File: config.mk
export PLATFORM = sky130hd
export DESIGN_NAME = adder_pipe
export DESIGN_NICKNAME = d
export VERILOG_FILES = /design/src/rtl/adder_pipe.sv
export SDC_FILE = /design/constraint.sdc
export NUM_CORES = 1
export LEC_CHECK = 0
export ABC_CLOCK_PERIOD_IN_PS = 6340
export CORE_AREA = 2 2 162 164
export DETAILED_ROUTE_END_ITERATION = 10
export DIE_AREA = 0 0 164 166
export SLEW_MARGIN = 15
export SYNTH_ARGS = -nofsm -noshare
export SYNTH_HDL_FRONTEND = slang
export SYNTH_SLANG_ARGS = --single-unit
export TNS_END_PERCENT = 100
File: constraint.sdc
create_clock -name clk -period 6.34 [get_ports clk]
set_clock_uncertainty 0.2 [all_clocks]
set_input_delay 0.634 -clock clk [delete_from_list [all_inputs] [get_ports clk]]
set_output_delay 0.634 -clock clk [all_outputs]
set_load 0.01 [all_outputs]
File: src/rtl/adder_pipe.sv
// adder_pipe: pipelined add/subtract with a chunked carry chain,
// signed overflow flag, optional saturation and valid/ready flow control.
module adder_pipe #(
  parameter int WIDTH  = 32,
  parameter int STAGES = 4
) (
  input  logic             clk,
  input  logic             rst,
  input  logic             in_valid,
  output logic             in_ready,
  input  logic [WIDTH-1:0] a,
  input  logic [WIDTH-1:0] b,
  input  logic             sub,
  input  logic             sat,
  output logic             out_valid,
  input  logic             out_ready,
  output logic [WIDTH-1:0] s,
  output logic             c,
  output logic             ovf
);

  localparam int CW = WIDTH / STAGES;

  logic             w_adv;
  logic [WIDTH-1:0] w_a   [STAGES];
  logic [WIDTH-1:0] w_b   [STAGES];
  logic [WIDTH-1:0] w_s   [STAGES];
  logic             w_cy  [STAGES];
  logic             w_sat [STAGES];
  logic             w_v   [STAGES];

  assign w_adv    = !out_valid || out_ready;
  assign in_ready = w_adv;

  assign w_a[0]   = a;
  assign w_b[0]   = sub ? ~b : b;
  assign w_s[0]   = '0;
  assign w_cy[0]  = sub;
  assign w_sat[0] = sat;
  assign w_v[0]   = in_valid;

  for (genvar k = 0; k < STAGES; k++) begin : g_stage
    logic [CW:0]      w_add;
    logic [WIDTH-1:0] w_sum;

    assign w_add = {1'b0, w_a[k][k*CW +: CW]}
                 + {1'b0, w_b[k][k*CW +: CW]}
                 + {{CW{1'b0}}, w_cy[k]};

    always_comb begin
      w_sum = w_s[k];
      w_sum[k*CW +: CW] = w_add[CW-1:0];
    end

    if (k < STAGES - 1) begin : g_mid
      // full operands ride along; upper chunks feed later stages
      logic [WIDTH-1:0] r_a;
      logic [WIDTH-1:0] r_b;
      logic [WIDTH-1:0] r_s;
      logic             r_cy;
      logic             r_sat;
      logic             r_v;

      always_ff @(posedge clk or posedge rst) begin
        if (rst) begin
          r_a   <= '0;
          r_b   <= '0;
          r_s   <= '0;
          r_cy  <= 1'b0;
          r_sat <= 1'b0;
          r_v   <= 1'b0;
        end else if (w_adv) begin
          r_a   <= w_a[k];
          r_b   <= w_b[k];
          r_s   <= w_sum;
          r_cy  <= w_add[CW];
          r_sat <= w_sat[k];
          r_v   <= w_v[k];
        end
      end

      assign w_a[k+1]   = r_a;
      assign w_b[k+1]   = r_b;
      assign w_s[k+1]   = r_s;
      assign w_cy[k+1]  = r_cy;
      assign w_sat[k+1] = r_sat;
      assign w_v[k+1]   = r_v;
    end else begin : g_last
      logic             w_sgn;
      logic             w_ovf;
      logic [WIDTH-1:0] w_res;
      logic [WIDTH-1:0] r_s;
      logic             r_cy;
      logic             r_ovf;
      logic             r_v;

      assign w_sgn = w_a[k][WIDTH-1];
      assign w_ovf = (w_sgn == w_b[k][WIDTH-1])
                  && (w_sum[WIDTH-1] != w_sgn);

      always_comb begin
        w_res = w_sum;
        if (w_sat[k] && w_ovf)
          w_res = {w_sgn, {(WIDTH-1){~w_sgn}}};
      end

      always_ff @(posedge clk or posedge rst) begin
        if (rst) begin
          r_s   <= '0;
          r_cy  <= 1'b0;
          r_ovf <= 1'b0;
          r_v   <= 1'b0;
        end else if (w_adv) begin
          r_s   <= w_res;
          r_cy  <= w_add[CW];
          r_ovf <= w_ovf;
          r_v   <= w_v[k];
        end
      end

      assign s         = r_s;
      assign c         = r_cy;
      assign ovf       = r_ovf;
      assign out_valid = r_v;
    end
  end

endmodule

======== Word-level counts from Yosys, hierarchy flattened ========
Cells that the tools add are included.
cells by class
  $add $sub $neg .......................... 8
  equal/unequal tests ..................... 2
  multiplexer cells ....................... 2
  bitwise operators ....................... 2
  reduce and logical (&&, ||, !) cells .... 4
operators by type and width
  cell               count
  $mux 32            2
  $add 8x8->9        4
  $add 9x1->9        4
  $not 32->32        1
  $logic_and 1x1->1  2
  $eq 1x1->1         1
  $logic_not 1->1    1
  $logic_or 1x1->1   1
  $ne 1x1->1         1
  $not 1->1          1
storage, ports and cells
  register bits ........................... 284
  input bits .............................. 70

======== Depth between registers and ports, before layout ========
  depth in word-level cells ............... 6
  mapped depth ............................ 9
  mapped depth without buffers ............ 8

======== Worst setup path after synthesis ========
Ideal clock, no wire load.
  kind .................................... input port to flip-flop
  start point ............................. input sub
  end point ............................... register g_stage[0].g_mid.r_s[7]
  arrival ................................. 2.638 ns
  required time ........................... 6.045 ns
  path slack .............................. 3.406 ns
  stages on the path ...................... 9
  path through ............................ buf_6 buf_2 xor2_1 ha_1 and3_1 a221o_1 o311a_1 o21a_1 o31ai_1
on the way
  word-level cells in the longest chain between the ends .. 3
ends and longest elaborated chain
  item                  line  RTL
  start, declared       13    input logic sub,
  $mux 32               36    assign w_b[0] = sub ? ~b : b;
  $add 8x8->9           47    + {1'b0, w_b[k][k*CW +: CW]}
  $add 9x1->9 (*)       48    + {{CW{1'b0}}, w_cy[k]};
  end signal, assigned  75    r_s <= w_sum;
  end, declared         59    logic [WIDTH-1:0] r_s;
Every way passes the cells marked *; elsewhere a longest branch is shown, timed or not.
A chain may end at the register's enable or synchronous reset.

======== Final worst setup path ========
  start point ............................. input out_ready
  end point ............................... output in_ready
on the way
  word-level cells in the longest chain between the ends .. 1
ends and longest elaborated chain
  item              line  RTL
  start, declared   16    input logic out_ready,
  $logic_or 1x1->1  32    assign w_adv = !out_valid || out_ready;
  end, declared     10    output logic in_ready,
Every way passes these cells.

==> flow_metrics.env <==
export IMPL_first_pass_iters=5
export IMPL_grt_max_degree=220
export IMPL_ant_nets=0
export IMPL_synth_seq_cells=188
export IMPL_grt_pass1_vias=6449
export IMPL_ys_warn_count=0
export IMPL_fp_row_count=59
export IMPL_slew_limit_headroom=0.2843
export IMPL_final_hold_violation_count=0
export IMPL_clk_latency_ps=430
export IMPL_synthAdderAreaFrac=0.05567
export IMPL_cts_tree="yes"
export IMPL_grt_ovfl_total=0
export IMPL_netlist_instances=962
export IMPL_n_fill_cell=2500
export IMPL_netlist_top_cells_count="351 x nand2_1, 188 x dfrtp_1, 41 x clkbuf_1"
export IMPL_io_pin_count=106
export IMPL_seqCellArea_um2=4705
export IMPL_cp_end_kind="output port"
export IMPL_synth_simple_area_share=0.2169
export IMPL_seq_area_frac_synth=0.5340
export IMPL_vias_per_cell=4.798
export IMPL_pwr_share_comb=0.427
export IMPL_drive_above_1_share=0.04008
export IMPL_power_density_nw_per_um2=510.4
export IMPL_synthXorXnorAreaFrac=0.04474
export IMPL_gr_usage_all_layers=0.1508
export IMPL_cts_root_buf="clkbuf_16"
export IMPL_n_antenna_cell=0
export IMPL_synth_flop_cell="dfrtp_1"
export IMPL_layout_min_cycle_time_ps=3449
export IMPL_hold_class="reg2reg"
export IMPL_yosysMostFrequentCell="nand2_1"
export IMPL_grt_antenna_before_repair=0
export IMPL_synth_edf_count=0
export IMPL_numCtsBuffers=17
export IMPL_worstMarginPinSlew_ps=1074
export IMPL_postCtsSetupBuffers=0
export IMPL_fin_tns_setup_ps=0
export IMPL_status="complete, no violations"
export IMPL_p_clk_frac=0.188
export IMPL_setup_violations=0
export IMPL_clockBufferDepth=2
export IMPL_switching_share=0.3958
export IMPL_finalMaxSlewViolations=0
export IMPL_syn_cell_area_um2=8810
export IMPL_numPortBuffers=105
export IMPL_dieArea_um2=27220
export IMPL_worstSetupPathType="in2out"
export IMPL_cp_max_fo=91
export IMPL_cp_required_ps=5510
export IMPL_power_leakage_nw=5.009
export IMPL_ys_top_cells_by_area="dfrtp_1 53%, nand2_1 15%, ha_1 4.0%, xnor2_1 2.8%, a22oi_1 2.4%"
export IMPL_async_reset_ff_frac=1.000
export IMPL_syn_area_per_cell_um2=9.158
export IMPL_seq_power_share=0.385
export IMPL_internal_power_mw=3.295
export IMPL_cp_arrival_ps=2620
export IMPL_htree_levels=4
export IMPL_p_sw_mw=2.159
export IMPL_core_area_um2=25620
export IMPL_ir_drop_mv=0.3524
export IMPL_cts_hold_buf=0
export IMPL_wirelength_um=19410
export IMPL_multi_input_area_um2=3807
export IMPL_synth_compound_area_frac=0.1121
export IMPL_synth_top_cell_area_share=0.5340
export IMPL_start_util=0.3439
export IMPL_critPathLaunchType="primary input"
export IMPL_max_cap_violations=0
export IMPL_via_count=6635
export IMPL_drc=0
export IMPL_dieHeight_um=166
export IMPL_synth_cell_types=52
export IMPL_finalNetCount=1140
export IMPL_fin_crit_sh=0.5441
export IMPL_muxShareOfSynthArea=0.001704
export IMPL_wl_per_cell_um=14.04
export IMPL_synth_net_count=1067
export IMPL_utilization=0.4171
export IMPL_yosys_area_top_type="dfrtp_1"
export IMPL_gp_congestion=0.7655
export IMPL_clk_pin_slew_ps=70
export IMPL_area_growth_pct=21.29
export IMPL_cts_sinks=188
export IMPL_rsz0062_at_grt="false"
export IMPL_max_freq_ghz=0.2899
export IMPL_hpwl_um=12930
export IMPL_die_w_um=164
export IMPL_synth_top_family_by_area="simple AND/OR/NAND/NOR gates"
export IMPL_cts_resized=0
export IMPL_grt_first_pass_wirelength_um=33160
export IMPL_drt_iter0_drc=381
-- cells by family after synthesis --
family          count (synthesis)
simple gates                  462
flops                         188
compound gates                153
buf+inv                        78
xor+xnor                       45
fa+ha+maj                      35
mux                             1
-- metal layers --
| layer | GRT usage | wire [um] | vias up |
|---|---|---|---|
| met1 | 0.2225 | 9671 | 3099 |
| met5 | 0 | 0 | - |
| li1 | - | - | 3382 |
| met4 | 0.04920 | 293 | 0 |
| met2 | 0.2229 | 8620 | 133 |
| met3 | 0.02897 | 828 | 21 |
-- cell type report --
class,count,share of cell area
Clock buffer,19,0.04052
Clock inverter,13,0.01194
Inverter,21,0.008080
Multi-Input combinational cell,696,0.3563
Sequential cell,188,0.4403
Tap cell,335,0.03923
Timing Repair Buffer,111,0.1036
-- metrics by stage --
step / instance area [um2] / instances / power, mW / hold WS [ps] / setup slack (ps)
3_5_place_dp: 10110 / 1350 / 4.454 / 255.2 / 2646
5_1_grt: 10690 / 1383 / 5.946 / 276.7 / 2777
3_3_place_gp: 10110 / 1350 / 4.388 / 249.3 / 2694
6_report: 10690 / 1383 / 5.453 / 255.4 / 2891
4_1_cts: 10670 / 1382 / 5.501 / 263.7 / 2646
2_1_floorplan: 8810 / 962 / 3.680 / 230.0 / 392.2
-- final timing paths --
kind / start / slack, ps / cells past startpoint / end
worst max-delay path: out_ready / 2890 / 4 / in_ready
worst min-delay path: g_stage[0].g_mid.r_s[6] / 260 / 2 / g_stage[1].g_mid.r_s[6]
worst max register to register: g_stage[2].g_mid.r_a[24] / 2970 / 7 / s[8]
worst min register to register: g_stage[0].g_mid.r_s[6] / 260 / 2 / g_stage[1].g_mid.r_s[6]
max in group asynchronous: rst / 4160 / 3 / g_stage[1].g_mid.r_a[25]
min in group asynchronous: rst / 480 / 2 / g_stage[1].g_mid.r_a[29]
-- registers in the layout (all words and copies together) (netlist names) --
signal,cells
g_stage.g_mid.r_b,48
g_stage.g_mid.r_a,48
g_stage.g_mid.r_cy,3
g_stage.g_mid.r_s,48
s,32
g_stage.g_mid.r_v,3
c,1
out_valid,1
g_stage.g_mid.r_sat,3
ovf,1
-- layout by cell type, fill, tap and decap left out, drive strengths merged, types with 2 or more instances in the layout --
cell type	instances
a21o	4
xor2	17
a31oi	3
a221o	2
or3	7
clkinvlp	2
buf	7
o21bai	2
xnor2	28
o31ai	7
a211oi	3
o2111ai	2
ha	28
nand3	27
o211ai	6
clkbuf	19
inv	27
a32oi	2
nand2b	3
a22oi	28
o21ai	54
fa	7
clkinv	4
nor3	11
nor2	23
a21oi	23
nand4	26
o31a	2
and3	5
dfrtp	188
a21boi	2
nand2	351
o21a	3
nor2b	5
clkdlybuf4s50	104
-- worst max-delay path: stages --
cell             delay, ps
clkdlybuf4s50_1        500
nor2b_4                 70
inv_4                  610
clkdlybuf4s50_1        710
-- power by group through the flow --
| stage | clock network [mW] | registers, mW | logic, mW |
|---|---|---|---|
| floorplan | 0 | 2.05 | 1.63 |
| global placement | 0 | 2.11 | 2.27 |
| CTS | 1.05 | 2.10 | 2.35 |
| detailed placement | 0 | 2.12 | 2.33 |
| finish | 1.03 | 2.10 | 2.33 |
| global route | 1.11 | 2.17 | 2.66 |
No activity file was read; power rests on OpenSTA's default activity.
